$ cat config.mk
export PLATFORM = sky130hd
export DESIGN_NAME = pam4_upsampler
export DESIGN_NICKNAME = d
export VERILOG_FILES = /design/src/rtl/rrc_tx_pkg.sv /design/src/rtl/pam4_upsampler.sv
export SDC_FILE = /design/constraint.sdc
export NUM_CORES = 1
export LEC_CHECK = 0
export BUFFER_PORTS_ARGS = -buffer_cell sky130_fd_sc_hd__buf_2
export CORE_UTILIZATION = 30
export CTS_CLUSTER_DIAMETER = 100
export CTS_CLUSTER_SIZE = 20
export DETAILED_ROUTE_END_ITERATION = 8
export PLACE_DENSITY = 0.58
export SKIP_LAST_GASP = 1
export SYNTH_ARGS = -nofsm -noshare
export SYNTH_HDL_FRONTEND = slang
export SYNTH_SLANG_ARGS = --single-unit
$ cat constraint.sdc
create_clock -name clk -period 2.4 [get_ports clk]
set_input_delay 0.36 -clock clk [delete_from_list [all_inputs] [get_ports clk]]
set_output_delay 0.36 -clock clk [all_outputs]
set_load 0.02 [all_outputs]
$ cat src/rtl/rrc_tx_pkg.sv
// rtl/rrc_tx_pkg.sv - shared types and the Gray-coded 4-PAM mapper for the RRC transmit path
//
// Purpose: common symbol/sample types, the upsampler state encoding and the
// symbol-to-amplitude mapping used by the stage feeding the RRC filter.
// Ports: none (package).
package rrc_tx_pkg;

  typedef logic [1:0]         sym_t;
  typedef logic signed [15:0] sample_t;

  typedef enum logic [1:0] {
    IDLE  = 2'd0,
    RUN   = 2'd1,
    FLUSH = 2'd2
  } state_t;

  // Gray mapping: adjacent amplitude levels differ in one bit, so a
  // single-level slicer error costs one bit at the receiver.
  //   00 -> -3A, 01 -> -A, 11 -> +A, 10 -> +3A
  function automatic sample_t pam4_map(input sym_t sym, input int amp);
    int level;
    case (sym)
      2'b00:   level = -3 * amp;
      2'b01:   level = -amp;
      2'b11:   level = amp;
      default: level = 3 * amp;
    endcase
    return sample_t'(level);
  endfunction

endpackage

$ cat src/rtl/pam4_upsampler.sv
// rtl/pam4_upsampler.sv - 4-PAM mapper and zero-stuffing upsampler ahead of the RRC filter
//
// Purpose: accepts 2-bit symbols over valid/ready, Gray-maps them to 4-PAM
// amplitudes and emits one mapped sample followed by OSR-1 zeros per symbol.
// After enable drops, the current symbol period completes and FLUSH_LEN zero
// samples are emitted so the downstream filter delay line drains.
// Ports:
//   clk, rst        clock, asynchronous active-high reset
//   enable          run request (sampled at the last phase of each period)
//   sym_in/sym_valid/sym_ready   symbol input handshake
//   dout            registered 16-bit signed sample to the filter
//   sym_strobe      registered, high when dout is a symbol slot
//   underrun        sticky flag, a symbol slot found the hold register empty
//   clear_underrun  clears underrun (a simultaneous set wins)
//   busy            state is RUN or FLUSH
module pam4_upsampler
  import rrc_tx_pkg::*;
#(
  parameter int OSR       = 4,
  parameter int AMP       = 2048,
  parameter int FLUSH_LEN = 33
) (
  input  logic               clk,
  input  logic               rst,
  input  logic               enable,
  input  logic [1:0]         sym_in,
  input  logic               sym_valid,
  output logic               sym_ready,
  output logic signed [15:0] dout,
  output logic               sym_strobe,
  output logic               underrun,
  input  logic               clear_underrun,
  output logic               busy
);

  localparam int PW = (OSR > 1) ? $clog2(OSR) : 1;
  localparam int FW = $clog2(FLUSH_LEN + 1);
  localparam logic [PW-1:0] PHASE_LAST = PW'(OSR - 1);
  localparam logic [FW-1:0] FLUSH_LAST = FW'(FLUSH_LEN - 1);

  state_t        state_q, state_d;
  logic [PW-1:0] phase_q, phase_d;
  logic [FW-1:0] flush_q, flush_d;
  sym_t          hold_sym_q;
  logic          hold_vld_q;

  sample_t       dout_d;
  logic          strobe_d;
  logic          underrun_set;
  logic          take;
  logic          accept;

  // A take frees the hold register in the same cycle, so a new symbol can
  // be accepted on the slot cycle and the stream runs without bubbles.
  assign sym_ready = !hold_vld_q || take;
  assign accept    = sym_valid && sym_ready;
  assign busy      = (state_q != IDLE);

  always_comb begin
    state_d      = state_q;
    phase_d      = phase_q;
    flush_d      = flush_q;
    dout_d       = '0;
    strobe_d     = 1'b0;
    underrun_set = 1'b0;
    take         = 1'b0;

    case (state_q)
      IDLE: begin
        phase_d = '0;
        flush_d = '0;
        // Only start with a symbol already held so the first slot is real.
        if (enable && hold_vld_q) begin
          state_d = RUN;
        end
      end

      RUN: begin
        phase_d = (phase_q == PHASE_LAST) ? '0 : phase_q + 1'b1;
        if (phase_q == '0) begin
          take     = 1'b1;
          strobe_d = 1'b1;
          if (hold_vld_q) begin
            dout_d = pam4_map(hold_sym_q, AMP);
          end else begin
            underrun_set = 1'b1;
          end
        end
        // Enable is only honoured at the period boundary so a symbol is
        // never truncated.
        if ((phase_q == PHASE_LAST) && !enable) begin
          state_d = FLUSH;
          flush_d = '0;
        end
      end

      FLUSH: begin
        if (flush_q == FLUSH_LAST) begin
          state_d = IDLE;
          flush_d = '0;
        end else begin
          flush_d = flush_q + 1'b1;
        end
      end

      default: begin
        state_d = IDLE;
      end
    endcase
  end

  always_ff @(posedge clk or posedge rst) begin
    if (rst) begin
      state_q <= IDLE;
      phase_q <= '0;
      flush_q <= '0;
    end else begin
      state_q <= state_d;
      phase_q <= phase_d;
      flush_q <= flush_d;
    end
  end

  always_ff @(posedge clk or posedge rst) begin
    if (rst) begin
      dout       <= '0;
      sym_strobe <= 1'b0;
      underrun   <= 1'b0;
    end else begin
      dout       <= dout_d;
      sym_strobe <= strobe_d;
      if (underrun_set) begin
        underrun <= 1'b1;
      end else if (clear_underrun) begin
        underrun <= 1'b0;
      end
    end
  end

  // Accept has priority over take: a same-cycle accept and take leaves the
  // register full with the new symbol.
  always_ff @(posedge clk or posedge rst) begin
    if (rst) begin
      hold_sym_q <= '0;
      hold_vld_q <= 1'b0;
    end else begin
      if (accept) begin
        hold_sym_q <= sym_in;
        hold_vld_q <= 1'b1;
      end else if (take) begin
        hold_vld_q <= 1'b0;
      end
    end
  end

endmodule

== Word-level counts from Yosys, hierarchy flattened ==
Cells that the tools add are included.

* Flip-flop bits (word level): 31
* Input bits: 7
* Output and inout port bits: 20

* Add/sub/neg operators: 2
* Eq/ne operators: 9
* Multiplexer cells: 22
* Reductions and logical operators: 16

{| class="wikitable"
|+ Operators by type and width
! operator !! number
|-
| 2-to-1 mux 16 bit || 3
|-
| one-hot mux 16 bit (3 select lines) || 1
|-
| one-hot mux 6 bit (3 select lines) || 1
|-
| 2-to-1 mux 6 bit || 2
|-
| 2-to-1 mux 1 bit || 9
|-
| 2-to-1 mux 2 bit || 4
|-
| nonzero test 2 bit || 4
|-
| adder 6 x 1 -> 6 bit (second input constant) || 1
|-
| equality test 2 bit (second input constant) || 3
|-
| equality test 6 bit (second input constant) || 1
|-
| logical NOT 2 bit || 3
|-
| inequality test 2 bit (second input constant) || 3
|-
| one-hot mux 2 bit (3 select lines) || 1
|-
| equality test 2 x 1 -> 1 bit (second input constant) || 2
|-
| one-hot mux 2 bit (2 select lines) || 1
|-
| logical AND 1 bit || 3
|-
| AND reduction 3 bit || 1
|-
| nonzero test 3 bit || 1
|-
| adder 2 x 1 -> 2 bit (second input constant) || 1
|-
| logical NOT 1 bit || 2
|-
| AND reduction 2 bit || 1
|-
| logical OR 1 bit || 1
|}

== Logic depth before layout (Yosys ltp) ==
* Word-level depth: 6
* Mapped depth: 6

== Worst setup path after synthesis ==
OpenSTA, ideal clock, no wires.

* Kind: flip-flop to flip-flop
* Start point: register phase_q[0]
* End point: register flush_q[4]
* Setup time: 118 ps
* Data arrival time: 1387 ps
* Path slack: 895 ps
* Stages on the path, launching flop included: 6
* Clock period less this slack: 1505 ps
* Path through: dfrtp_1 -> ha_1 -> or3b_1 -> buf_2 -> a22o_1 -> a21o_1

* Cells in the longest elaborated chain, start to end: 4

{| class="wikitable"
|+ Ends and longest elaborated chain
! what !! line !! source
|-
| from (decl) || pam4_upsampler.sv:42 || <nowiki>logic [PW-1:0] phase_q, phase_d;</nowiki>
|-
| from (signal assigned) || pam4_upsampler.sv:119 || <nowiki>phase_q <= phase_d;</nowiki>
|-
| equality test 2 bit || pam4_upsampler.sv:91 || <nowiki>if ((phase_q == PHASE_LAST) && !enable) begin</nowiki>
|-
| logical AND 1 bit || pam4_upsampler.sv:91 ||
|-
| inequality test 2 bit (no source line) || n/a ||
|-
| AND reduction 2 bit (no source line) || n/a ||
|-
| to (signal assigned) || pam4_upsampler.sv:120 || <nowiki>flush_q <= flush_d;</nowiki>
|-
| to (decl) || pam4_upsampler.sv:43 || <nowiki>logic [FW-1:0] flush_q, flush_d;</nowiki>
|}

Every way passes these cells.
A chain may end at the register's enable or synchronous reset.

== Worst setup path after layout ==
* Start point: register state_q[0]
* End point: output sym_ready

* Cells in the longest elaborated chain, start to end: 3

{| class="wikitable"
|+ Ends and longest elaborated chain
! what !! line !! source
|-
| from (decl) || pam4_upsampler.sv:41 || <nowiki>state_t state_q, state_d;</nowiki>
|-
| from (signal assigned) || pam4_upsampler.sv:118 || <nowiki>state_q <= state_d;</nowiki>
|-
| equality test 2 x 1 -> 1 bit || pam4_upsampler.sv:68 || <nowiki>case (state_q)</nowiki>
|-
| 2-to-1 mux 1 bit || pam4_upsampler.sv:68 ||
|-
| logical OR 1 bit || pam4_upsampler.sv:55 || <nowiki>assign sym_ready = !hold_vld_q || take;</nowiki>
|-
| to (decl) || pam4_upsampler.sv:28 || <nowiki>output logic sym_ready,</nowiki>
|}

Every way passes these cells.

==> results.md <==
* Hold_ws at 0.155 ns
* CTS tree: done
* Kind of critical path: flop to output port
* First-pass GRT wire length at 2.39 mm
* Setup-failing EPs final at 0
* Overall power at 0.000521 W
* Maximum clock frequency at 0.569 GHz
* Vias in the first global route at 566
* Antenna cells at 0
* Hold Crit Class: input port to async pin
* Outcome: finished clean
* Antenna violations before repair at 0
* Post-synth EDFFs at 0
* Commonest cells post-synth: dfrtp_1 (18), buf_4 (13), inv_1 (11), ha_1 (7), nand2_1 (6)
* Critical path, cell by cell: nand3b_1 -> nand2_1 -> buf_2
* Clock Pin Slew Worst Setup and Hold Paths at 0.10 ns
* Residual DRC count at 0
* CP startpoint kind: flop
* Yosys warning count at 0
* Via density at 4.21
* Cell count after placement at 155
* Non-filler cells, final at 159
* IO Pins at 27
* Max_cap viols at 0
* Die H at 59.5 microns
* Max clock buf depth at 2
* Post-Syn Instances at 101
* Post-CTS setup repair buffer count at 0
* Setup TNS at 0 ns
* Register area share after synthesis at 45.3%
* WL final at 1.46 mm
* Slowest CP cell: dfrtp_1
* CTS H-tree depth at 1
* Inserted Clock Buffers at 3
* Fin crit period at 1.76 ns
* Core Area at 3100 sq um
* Area contributors post-synth: dfrtp_1 (45%), buf_4 (9.8%), ha_1 (8.8%), inv_1 (4.2%), o21ai_1 (2.5%)
* Seq cells post-synth at 18
* PwrDens at 478 nW/um^2
* TritonRoute pass-1 iters at 4
* Crit end category: output port
* Die Span X at 59.5 microns
* GRT met3 Usage at 4.59%
* Fill cells at 341
* Met2 usage at 14.3%
* GR Util All Layers at 9.28%
* Share of cells above drive strength 1 at 19.1%
* Met1 GRT Util at 11.7%
* Main synth FF type: dfrtp_1
* Final antenna-violating net count at 0
* Setup WS post-layout at 0.643 ns
* Starting Density at 32.0%
* Port bufs at 15
* GP Congestion at 0.798
* Clock net sink count at 18
* Slew Limit Fails at 0
* Fin Clk Skew at 0.00222 ns
* Cell variety after synth at 34
* # hold bufs at CTS at 0
* Vias at 670
* Peak supply drop at 0.356 mV
* Worst skew pair latency at 0.29 ns
* Least-Margin Pin Slew at 0.679 ns
* Post_cts resized at 0
* Rows at 20
* Worst slack at placement at 0.830 ns
* Dpl hpwl at 1.15 mm
* Area growth syn-to-layout at 9.70%
* Mapped Area at 993 sq um
* Maximum number of pins on one net before global-route repair at 19
* Crit path max-delay family: flip-flops
* Iter 0 DRT Violations at 8
* Rel. slew slack at 54.7%
* Clk root buf: clkbuf_4
* Gr ovfl total at 0
* Largest fanout on the critical path at 13
* Top Usage Layer GRT: met2
* Final Hold Vio Count at 0
* RSZ-0062 raised after global routing: no
* Average wire per standard cell at 9.19 microns
* Worst Path Required at 2.04 ns
* Dominant cell by count in the synthesized netlist: dfrtp_1
* Max incr delay on CP at 0.59 ns
* Async SR Flop Fraction at 100%
* Synth area leader: dfrtp_1
* Die footprint at 3550 sq um
* Static Leak at 0.554 nW
* Final #Nets at 130
* Crit path DAT at 1.40 ns
* Final worst path period share at 73.2%
* Mapped Avg Cell Area at 9.84 sq um
* CP Buf/Inv Count at 1
* Top cell type's share of synthesized area at 45.3%
[metrics by stage]
stage                     instance area, sq um  util [%]
after CTS                                 1090      35.1
final                                     1090      35.1
after detailed placement                  1050      34.0
after global placement                    1050      34.0
after global routing                      1090      35.1
after floorplan                           1030         -
[cell families (layout without fill, tap and decap cells)]
group	count (synthesis)	after routing	synth area share [%]
buf+inv	28	32	15.7
simple gates	26	26	15.1
compound gates	19	19	12.3
flops	18	18	45.3
fa+ha+maj	7	7	8.82
mux	2	2	2.27
other cells	1	11	0.377
[cell type report]
cell class,count,area [sq um],share of cell area [%]
inverter,13,48.8,4.48
timing repair buffer,15,75.1,6.89
multi-input combinational,65,424,38.9
tap,44,55.1,5.05
sequential,18,450,41.3
clock buffer,4,36.3,3.33
[flip-flops by register name, indices dropped and copies added, names as in the netlist]
name        count
underrun        1
phase_q         2
sym_strobe      1
flush_q         6
hold_sym_q      2
hold_vld_q      1
dout            3
state_q         2
[power by group]
group | total, W | internal (W) | switching (W)
Combinational | 0.0000323 | 0.00000673 | 0.0000255
Clock | 0.000183 | 0.0000924 | 0.0000907
Sequential | 0.000306 | 0.000305 | 0.00000117
[per-layer routing]
| layer | share of wire, % | vias to the layer above |
|---|---|---|
| li1 | - | 341 |
| met1 | 48 | 312 |
| met2 | 47 | 17 |
| met3 | 5.0 | 0 |
| met4 | 0 | 0 |
| met5 | 0 | - |
[final timing paths]
path / startpoint / end / slack [ns] / cells past startpoint
min: rst / dout[11] / 0.15 / 2
min in group clk: sym_valid / hold_vld_q / 0.26 / 2
max reg2reg: phase_q[0] / flush_q[4] / 0.82 / 4
max: state_q[0] / sym_ready / 0.64 / 3
max in group asynchronous: rst / hold_sym_q[0] / 1.82 / 2
min reg2reg: phase_q[0] / phase_q[0] / 0.52 / 1
[worst register-to-register path, stage by stage (launching register included)]
cell	delay (ns)
dfrtp_1	0.40
ha_1	0.19
or3b_1	0.47
a22o_1	0.27
a21o_1	0.16
[placed cells by master (no fill, tap or decap), types with 2 or more instances in the layout]
cell	n
conb_1	11
o22ai_1	2
nand2b_1	3
clkbuf_4	3
buf_2	15
nor2b_1	2
o211ai_1	2
o21ai_0	3
ha_1	7
mux2_1	2
nand3_1	4
nand2_1	6
o21ai_1	5
dfrtp_1	18
inv_2	2
inv_1	11
No activity file was read; power rests on OpenSTA's default activity.
